### config.mk
export PLATFORM = sky130hd
export DESIGN_NAME = reg_file_sb_flat
export DESIGN_NICKNAME = d
export VERILOG_FILES = /design/src/rtl/reg_file_sb_pkg.sv /design/src/rtl/reg_file_sb_if.sv /design/src/rtl/reg_file_sb_pend_ctr.sv /design/src/rtl/reg_file_sb.sv /design/src/flat_wrapper.sv
export SDC_FILE = /design/constraint.sdc
export NUM_CORES = 2
export LEC_CHECK = 0
export CAP_MARGIN = 0
export CORE_ASPECT_RATIO = 1.1
export CORE_MARGIN = 1
export CORE_UTILIZATION = 60
export DETAILED_ROUTE_END_ITERATION = 10
export HOLD_SLACK_MARGIN = 0.15
export PLACE_DENSITY = 0.77
export SKIP_LAST_GASP = 1
export SYNTH_ARGS = -nofsm -noshare
export SYNTH_HDL_FRONTEND = slang
export SYNTH_SLANG_ARGS = --single-unit
### constraint.sdc
create_clock -name clk -period 80.1 [get_ports clk]
set_input_delay 16.02 -clock clk [delete_from_list [all_inputs] [get_ports clk]]
set_output_delay 16.02 -clock clk [all_outputs]
set_load 0.05 [all_outputs]
### src/rtl/reg_file_sb_pkg.sv
// Shared definitions for the scoreboarded register file: default widths,
// the hardwired-zero register index and packed-port slicing.
package cod_rf_pkg;

  localparam int RF_DATA_WIDTH = 32;
  localparam int RF_ADDR_WIDTH = 5;
  localparam int RF_NUM_RD     = 2;
  localparam int ZERO_REG      = 0;

  // Bit offset of port 'port' inside a packed multi-port vector of 'width'-bit fields.
  function automatic int rf_slice(input int port, input int width);
    return port * width;
  endfunction

endpackage

### src/rtl/reg_file_sb_if.sv
// Bus bundle between the pipeline (ID/WB side) and the register file.
// master drives addresses, write data and issue/flush; slave returns read data and status.
interface reg_file_sb_if
  import cod_rf_pkg::*;
#(
  parameter int DATA_WIDTH = RF_DATA_WIDTH,
  parameter int ADDR_WIDTH = RF_ADDR_WIDTH,
  parameter int NUM_RD     = RF_NUM_RD
);
  logic [NUM_RD*ADDR_WIDTH-1:0] raddr;
  logic [NUM_RD*DATA_WIDTH-1:0] rdata;
  logic [NUM_RD-1:0]            rvalid;
  logic                         wen;
  logic [ADDR_WIDTH-1:0]        waddr;
  logic [DATA_WIDTH-1:0]        wdata;
  logic                         iss_en;
  logic [ADDR_WIDTH-1:0]        iss_addr;
  logic                         iss_ready;
  logic                         flush;
  logic                         pend_any;

  modport master (
    output raddr, wen, waddr, wdata, iss_en, iss_addr, flush,
    input  rdata, rvalid, iss_ready, pend_any
  );

  modport slave (
    input  raddr, wen, waddr, wdata, iss_en, iss_addr, flush,
    output rdata, rvalid, iss_ready, pend_any
  );
endinterface

### src/rtl/reg_file_sb_pend_ctr.sv
// Per-register pending-write counter: saturating up (issue), floored down
// (release), synchronous clear (flush) with priority over both.
module rf_pend_ctr #(
  parameter int CNT_W = 2
) (
  input  logic             clk,
  input  logic             rst,
  input  logic             i_inc,
  input  logic             i_dec,
  input  logic             i_clr,
  output logic [CNT_W-1:0] o_cnt,
  output logic             o_sat,
  output logic             o_nz
);
  localparam logic [CNT_W-1:0] CNT_MAX  = {CNT_W{1'b1}};
  localparam logic [CNT_W-1:0] CNT_ZERO = {CNT_W{1'b0}};

  logic [CNT_W-1:0] r_cnt;
  logic [CNT_W-1:0] w_cnt_nxt;
  logic             w_up;
  logic             w_dn;

  // An issue at saturation and a release at zero are dropped; both together cancel.
  assign w_up = i_inc & (r_cnt != CNT_MAX);
  assign w_dn = i_dec & (r_cnt != CNT_ZERO);

  // Next-count selection: clear wins, then net up/down movement.
  always_comb begin
    w_cnt_nxt = r_cnt;
    if (i_clr) begin
      w_cnt_nxt = CNT_ZERO;
    end else if (w_up && !w_dn) begin
      w_cnt_nxt = r_cnt + CNT_W'(1);
    end else if (w_dn && !w_up) begin
      w_cnt_nxt = r_cnt - CNT_W'(1);
    end else begin
      w_cnt_nxt = r_cnt;
    end
  end

  // Counter state register.
  always_ff @(posedge clk or posedge rst) begin
    if (rst) begin
      r_cnt <= CNT_ZERO;
    end else begin
      r_cnt <= w_cnt_nxt;
    end
  end

  assign o_cnt = r_cnt;
  assign o_sat = (r_cnt == CNT_MAX);
  assign o_nz  = (r_cnt != CNT_ZERO);
endmodule

### src/rtl/reg_file_sb.sv
// Register file with NUM_RD combinational read ports, one write port,
// optional same-cycle write forwarding and a pending-write scoreboard.
// x0 has no storage and no counter; it always reads 0 and is always valid.
module reg_file_sb
  import cod_rf_pkg::*;
#(
  parameter int DATA_WIDTH = RF_DATA_WIDTH,
  parameter int ADDR_WIDTH = RF_ADDR_WIDTH,
  parameter int NUM_RD     = RF_NUM_RD,
  parameter int BYPASS     = 1,
  parameter int CNT_W      = 2
) (
  input  logic          clk,
  input  logic          rst,
  reg_file_sb_if.slave  bus
);
  localparam int                    DEPTH    = 2 ** ADDR_WIDTH;
  localparam logic [ADDR_WIDTH-1:0] X0       = ADDR_WIDTH'(ZERO_REG);
  localparam logic                  BYP      = (BYPASS != 0);
  localparam logic [CNT_W-1:0]      CNT_ZERO = {CNT_W{1'b0}};
  localparam logic [CNT_W-1:0]      CNT_ONE  = CNT_W'(1);

  logic [DATA_WIDTH-1:0] r_rf [1:DEPTH-1];
  logic [CNT_W-1:0]      w_cnt [DEPTH];
  logic                  w_sat [DEPTH];
  logic                  w_nz  [DEPTH];
  logic                  w_wr;
  logic                  w_pend;

  assign w_wr     = bus.wen && (bus.waddr != X0);
  assign w_cnt[0] = CNT_ZERO;
  assign w_sat[0] = 1'b0;
  assign w_nz[0]  = 1'b0;

  // One scoreboard counter per architectural register except x0.
  for (genvar g = 1; g < DEPTH; g++) begin : g_ctr
    logic w_inc;
    logic w_dec;
    assign w_inc = bus.iss_en && (bus.iss_addr == ADDR_WIDTH'(g));
    assign w_dec = w_wr && (bus.waddr == ADDR_WIDTH'(g));
    rf_pend_ctr #(.CNT_W(CNT_W)) u_ctr (
      .clk   (clk),
      .rst   (rst),
      .i_inc (w_inc),
      .i_dec (w_dec),
      .i_clr (bus.flush),
      .o_cnt (w_cnt[g]),
      .o_sat (w_sat[g]),
      .o_nz  (w_nz[g])
    );
  end

  // Register storage; writes to x0 are dropped because x0 has no entry.
  always_ff @(posedge clk or posedge rst) begin
    if (rst) begin
      for (int i = 1; i < DEPTH; i++) begin
        r_rf[i] <= {DATA_WIDTH{1'b0}};
      end
    end else if (w_wr) begin
      r_rf[bus.waddr] <= bus.wdata;
    end else begin
      r_rf <= r_rf;
    end
  end

  // Any register with an outstanding write.
  always_comb begin
    w_pend = 1'b0;
    for (int i = 1; i < DEPTH; i++) begin
      w_pend = w_pend | w_nz[i];
    end
  end

  assign bus.pend_any  = w_pend;
  // Ignores a same-cycle release on purpose: keeps the issue path short.
  assign bus.iss_ready = (bus.iss_addr == X0) | ~w_sat[bus.iss_addr];

  // Read ports: x0 first, then forwarded write data, then stored value.
  for (genvar p = 0; p < NUM_RD; p++) begin : g_rd
    logic [ADDR_WIDTH-1:0] w_ra;
    logic                  w_hit;
    logic [DATA_WIDTH-1:0] w_rd;
    logic                  w_rv;

    assign w_ra  = bus.raddr[rf_slice(p, ADDR_WIDTH) +: ADDR_WIDTH];
    assign w_hit = BYP && bus.wen && (bus.waddr == w_ra);

    // A forwarded write completes the last outstanding reservation, so count 1 is final.
    always_comb begin
      w_rd = {DATA_WIDTH{1'b0}};
      w_rv = 1'b1;
      if (w_ra == X0) begin
        w_rd = {DATA_WIDTH{1'b0}};
        w_rv = 1'b1;
      end else if (w_hit) begin
        w_rd = bus.wdata;
        w_rv = (w_cnt[w_ra] == CNT_ZERO) | (w_cnt[w_ra] == CNT_ONE);
      end else begin
        w_rd = r_rf[w_ra];
        w_rv = (w_cnt[w_ra] == CNT_ZERO);
      end
    end

    assign bus.rdata[rf_slice(p, DATA_WIDTH) +: DATA_WIDTH] = w_rd;
    assign bus.rvalid[p] = w_rv;
  end
endmodule

### src/flat_wrapper.sv
// flat-port wrapper written by rule: the top's interface ports become plain ports
module reg_file_sb_flat import cod_rf_pkg::*;
#(
  parameter int DATA_WIDTH = RF_DATA_WIDTH,
  parameter int ADDR_WIDTH = RF_ADDR_WIDTH,
  parameter int NUM_RD     = RF_NUM_RD,
  parameter int BYPASS     = 1,
  parameter int CNT_W      = 2
)
  (clk, rst, bus_raddr, bus_wen, bus_waddr, bus_wdata, bus_iss_en, bus_iss_addr, bus_flush, bus_rdata, bus_rvalid, bus_iss_ready, bus_pend_any);
  reg_file_sb_if #(.DATA_WIDTH(DATA_WIDTH), .ADDR_WIDTH(ADDR_WIDTH), .NUM_RD(NUM_RD)) bus_i ();
  input  logic clk;
  input  logic rst;
  input wire logic [$bits(bus_i.raddr)-1:0] bus_raddr;
  input wire logic [$bits(bus_i.wen)-1:0] bus_wen;
  input wire logic [$bits(bus_i.waddr)-1:0] bus_waddr;
  input wire logic [$bits(bus_i.wdata)-1:0] bus_wdata;
  input wire logic [$bits(bus_i.iss_en)-1:0] bus_iss_en;
  input wire logic [$bits(bus_i.iss_addr)-1:0] bus_iss_addr;
  input wire logic [$bits(bus_i.flush)-1:0] bus_flush;
  output wire logic [$bits(bus_i.rdata)-1:0] bus_rdata;
  output wire logic [$bits(bus_i.rvalid)-1:0] bus_rvalid;
  output wire logic [$bits(bus_i.iss_ready)-1:0] bus_iss_ready;
  output wire logic [$bits(bus_i.pend_any)-1:0] bus_pend_any;
  assign bus_i.raddr = bus_raddr;
  assign bus_i.wen = bus_wen;
  assign bus_i.waddr = bus_waddr;
  assign bus_i.wdata = bus_wdata;
  assign bus_i.iss_en = bus_iss_en;
  assign bus_i.iss_addr = bus_iss_addr;
  assign bus_i.flush = bus_flush;
  assign bus_rdata = bus_i.rdata;
  assign bus_rvalid = bus_i.rvalid;
  assign bus_iss_ready = bus_i.iss_ready;
  assign bus_pend_any = bus_i.pend_any;
  reg_file_sb #(.DATA_WIDTH(DATA_WIDTH), .ADDR_WIDTH(ADDR_WIDTH), .NUM_RD(NUM_RD), .BYPASS(BYPASS), .CNT_W(CNT_W)) u_core (.clk(clk), .rst(rst), .bus(bus_i));
endmodule
==> summary.log <==
INFO  floorplanning  die_area=100000um^2
INFO  cts            cts_made_buffers=108
INFO  sta            setup_slack=42920ps
INFO  synth          postSynthNetCount=4509
INFO  floorplanning  die_x=302um
INFO  cts            insertion_delay=710ps
INFO  synth          synth.yosys.seq_area_share=0.443
INFO  synth          syn_avg_cell_area=13.4um^2
INFO  sta            final_hold_vio_count=0
INFO  synth          yosysWarnings=0
INFO  grt            grt_antenna_before_repair=6
INFO  sta            unrepaired_setup_endpoints_after_global_routing=false
INFO  floorplanning  core-area=97900um^2
INFO  detailed_routing drt_iter0_drc=5632
INFO  grt            globalRouteTotalUtil=0.383
INFO  placed_design  place.gp.congestion=0.932
INFO  placed_design  post-place-ws=43130ps
INFO  detailed_routing avgRoutedWirePerCell=33.2um
INFO  synth          ys_types=71
INFO  cts            hold_buffers=0
INFO  grt            number_of_global_route_vias_before_repair=43100
INFO  cells_and_area post_route_cells_drive_above_1_share=0.425
INFO  grt            grt_start_max_net_pins=145
INFO  synth          synthesis.instances=4452
INFO  cts            clock_tree.buffer_depth=3
INFO  floorplanning  starting_density=0.608
INFO  cts            tritoncts=done
INFO  synth          yosys_most_used_dff=sky130_fd_sc_hd__dfrtp_1
INFO  synth          mappedNetlistArea=59500um^2
INFO  worst_setup_path worstSetupStartpointType=primary input
INFO  detailed_routing detailroute.wirelength.met2=84900um
INFO  sta            min_period=37180ps
INFO  cts            cts_resized=0
INFO  power          power.static_leakage=27.4nW
INFO  sta            setup_violations=0
INFO  cells_and_area seq_area=26400um^2
INFO  sta            max_slew.worst_pin.slew=1470ps
INFO  sta            slew-limit-headroom=0.0129
INFO  sta            holdWs=521ps
INFO  cells_and_area postLayoutCoreUtil=0.662
INFO  sta            clock_skew=11.2ps
INFO  placed_design  dp_hpwl=111000um
INFO  cells_and_area fin_nets=4413
INFO  sta            share_of_the_clock_period_used_by_the_worst_path_after_layout=0.464
INFO  worst_setup_path max_fanout_on_critical_path=17
INFO  run_status     run_status=finished, violations left
INFO  cells_and_area multi_input_comb_area=30900um^2
INFO  detailed_routing drt_pass1_iterations=6
INFO  cells_and_area layout_commonest_cell=sky130_fd_sc_hd__mux2_2
INFO  worst_setup_path setup_crit_end_kind=primary output
INFO  worst_setup_path timing.critical_path.arrival=21160ps
INFO  power          power_density=24.3nW/um^2
INFO  worst_setup_path critical_path_required_time=64080ps
INFO  cells_and_area layout-area-overhead-vs-synth=8.84%
INFO  detailed_routing totalWireLength=190000um
INFO  detailed_routing vias=42800
INFO  cts            cts.clk_slew.worst_paths=60ps
INFO  synth          count_of_flip_flops_with_a_built_in_enable_after_synthesis=0
INFO  cells_and_area final_cell_area=64800um^2
INFO  power          peakVddDrop=0.0205mV
INFO  job            cap_violations=1
INFO  cts            clock_tree.root_cell=sky130_fd_sc_hd__clkbuf_16
INFO  worst_setup_path worst-setup-path-type=primary input to primary output
INFO  floorplanning  floorplan.rows=120
INFO  synth          ys_seq_elements=1054
INFO  placed_design  port-buffer-count=124
INFO  cts            cts.sink_count=1054
INFO  grt            grt_first_pass_wirelength=283000um
INFO  detailed_routing via_per_inst=7.47
INFO  cells_and_area fillCellCount=6804
INFO  cts            post-cts-setup-buffer-count=0
INFO  hold_path      min_delay_path_class=flip-flop to flip-flop
INFO  detailed_routing drt-met1-wl=69600um
INFO  cells_and_area most-common-layout-cells=1058 x sky130_fd_sc_hd__mux2_2, 1054 x sky130_fd_sc_hd__dfrtp_1, 456 x sky130_fd_sc_hd__mux4_2
INFO  placed_design  placed_area=61100um^2
INFO  floorplanning  design.portCount=125
INFO  sta            final_max_slew_viol_count=0
INFO  grt            globalRoute.totalOverflow=0
INFO  run_status     violations_in_the_final_reports=max-capacitance violations
INFO  cts            clock_tree.htree_level_count=3
INFO  detailed_routing drt_drc_violations_left=0
INFO  detailed_routing antenna_left=0
INFO  detailed_routing routed-wl-met3=22700um
INFO  synth          async_reset_ff_frac=1.00
INFO  sta            setup-tns-final=0ps
INFO  detailed_routing maxUsedRoutingLayer=met5
INFO  sta            max_freq=26.9MHz
INFO  floorplanning  die_height=332um
[worst paths after layout]
check                                           startpoint                         endpoint  slack (ps)  depth (start not counted)
min reg2reg                                u_core.r_rf[42]                  u_core.r_rf[42]         520                          1
max in group asynchronous                              rst                  u_core.r_rf[86]       59760                          6
max reg2reg                u_core.g_ctr[29].u_ctr.o_cnt[1]  u_core.g_ctr[29].u_ctr.o_cnt[0]       78610                          3
max                                           bus_waddr[0]                    bus_rdata[59]       42920                          9
min in group asynchronous                              rst                 u_core.r_rf[191]       15830                          2
min                                        u_core.r_rf[42]                  u_core.r_rf[42]         520                          1
[cell usage after synthesis (12+ instances only)]
cell	n	area share
sky130_fd_sc_hd__mux2_2	1058	0.20
sky130_fd_sc_hd__dfrtp_1	1054	0.44
sky130_fd_sc_hd__mux4_2	456	0.17
sky130_fd_sc_hd__nand2_1	221	0.014
sky130_fd_sc_hd__nor2_1	221	0.014
sky130_fd_sc_hd__clkbuf_1	202	0.013
sky130_fd_sc_hd__o21ai_0	170	0.014
sky130_fd_sc_hd__a21oi_1	153	0.013
sky130_fd_sc_hd__buf_2	140	0.012
sky130_fd_sc_hd__mux2i_1	115	0.019
sky130_fd_sc_hd__buf_4	59	0.0074
sky130_fd_sc_hd__a22oi_1	47	0.0059
sky130_fd_sc_hd__a221oi_1	46	0.0068
sky130_fd_sc_hd__a211oi_1	45	0.0057
sky130_fd_sc_hd__nor3_1	42	0.0035
sky130_fd_sc_hd__a31oi_1	40	0.0042
sky130_fd_sc_hd__nand3_1	36	0.0030
sky130_fd_sc_hd__nor2b_1	36	0.0038
sky130_fd_sc_hd__buf_6	25	0.0047
sky130_fd_sc_hd__o31ai_1	24	0.0030
sky130_fd_sc_hd__a311oi_1	18	0.0026
sky130_fd_sc_hd__buf_1	18	0.0011
sky130_fd_sc_hd__nor4_1	17	0.0018
sky130_fd_sc_hd__a22o_1	15	0.0022
sky130_fd_sc_hd__o22ai_1	15	0.0016
sky130_fd_sc_hd__nand2b_1	13	0.0014
sky130_fd_sc_hd__mux4_1	12	0.0053
sky130_fd_sc_hd__o211ai_1	12	0.0015
[through the flow]
step / power [mW] / std cells
2_1_floorplan: 0.960 / 4452
3_3_place_gp: 1.04 / 5527
3_5_place_dp: 1.05 / 5527
4_1_cts: 1.57 / 5724
5_1_grt: 1.63 / 5724
6_report: 1.57 / 5727
[state kept, by name, indices dropped and copies added, names as in the netlist]
| register | flops |
|---|---|
| u_core.g_ctr.u_ctr.o_cnt | 62 |
| u_core.r_rf | 992 |
[critical path: stages]
cell and delay [ps]:
sky130_fd_sc_hd__clkdlybuf4s50_1 1010, sky130_fd_sc_hd__xnor2_1 140, sky130_fd_sc_hd__nand4_1 150, sky130_fd_sc_hd__or2_1 800
sky130_fd_sc_hd__buf_4 400, sky130_fd_sc_hd__nand2b_1 80, sky130_fd_sc_hd__buf_4 280, sky130_fd_sc_hd__o31ai_1 1240
sky130_fd_sc_hd__clkdlybuf4s50_1 1010
[kinds of logic (layout without fill, tap and decap cells)]
| group | Yosys count | after routing | synth area share |
|---|---|---|---|
| multiplexers | 1642 | 1642 | 0.398 |
| flip-flops | 1054 | 1054 | 0.443 |
| AND/OR/NAND/NOR | 664 | 664 | 0.0510 |
| AO/OA/AOI/OAI | 623 | 623 | 0.0660 |
| buffers and inverters | 459 | 450 | 0.0407 |
| XOR/XNOR | 10 | 10 | 0.00147 |
| other | 0 | 3 | 0 |
[area by class of cell]
cell class / count / share of cell area
Antenna cell: 3 / 0.000116
Clock buffer: 163 / 0.0502
Clock inverter: 34 / 0.00618
Inverter: 6 / 0.000541
Multi-Input combinational cell: 2939 / 0.477
Sequential cell: 1054 / 0.407
Tap cell: 1281 / 0.0247
Timing Repair Buffer: 247 / 0.0339
[where the power goes]
part | leakage (nW) | switching [mW] | internal [mW]
clock network | 1.82 | 0.222 | 0.299
logic | 12.0 | 0.155 | 0.191
registers | 13.5 | 0.0754 | 0.631
[per-layer routing]
metal | up-vias | global-route usage
li1 | 16800 | -
met1 | 22300 | 0.506
met2 | 2885 | 0.561
met3 | 756 | 0.111
met4 | 6 | 0.229
met5 | - | 0
Power figures use the tool's default switching activity.
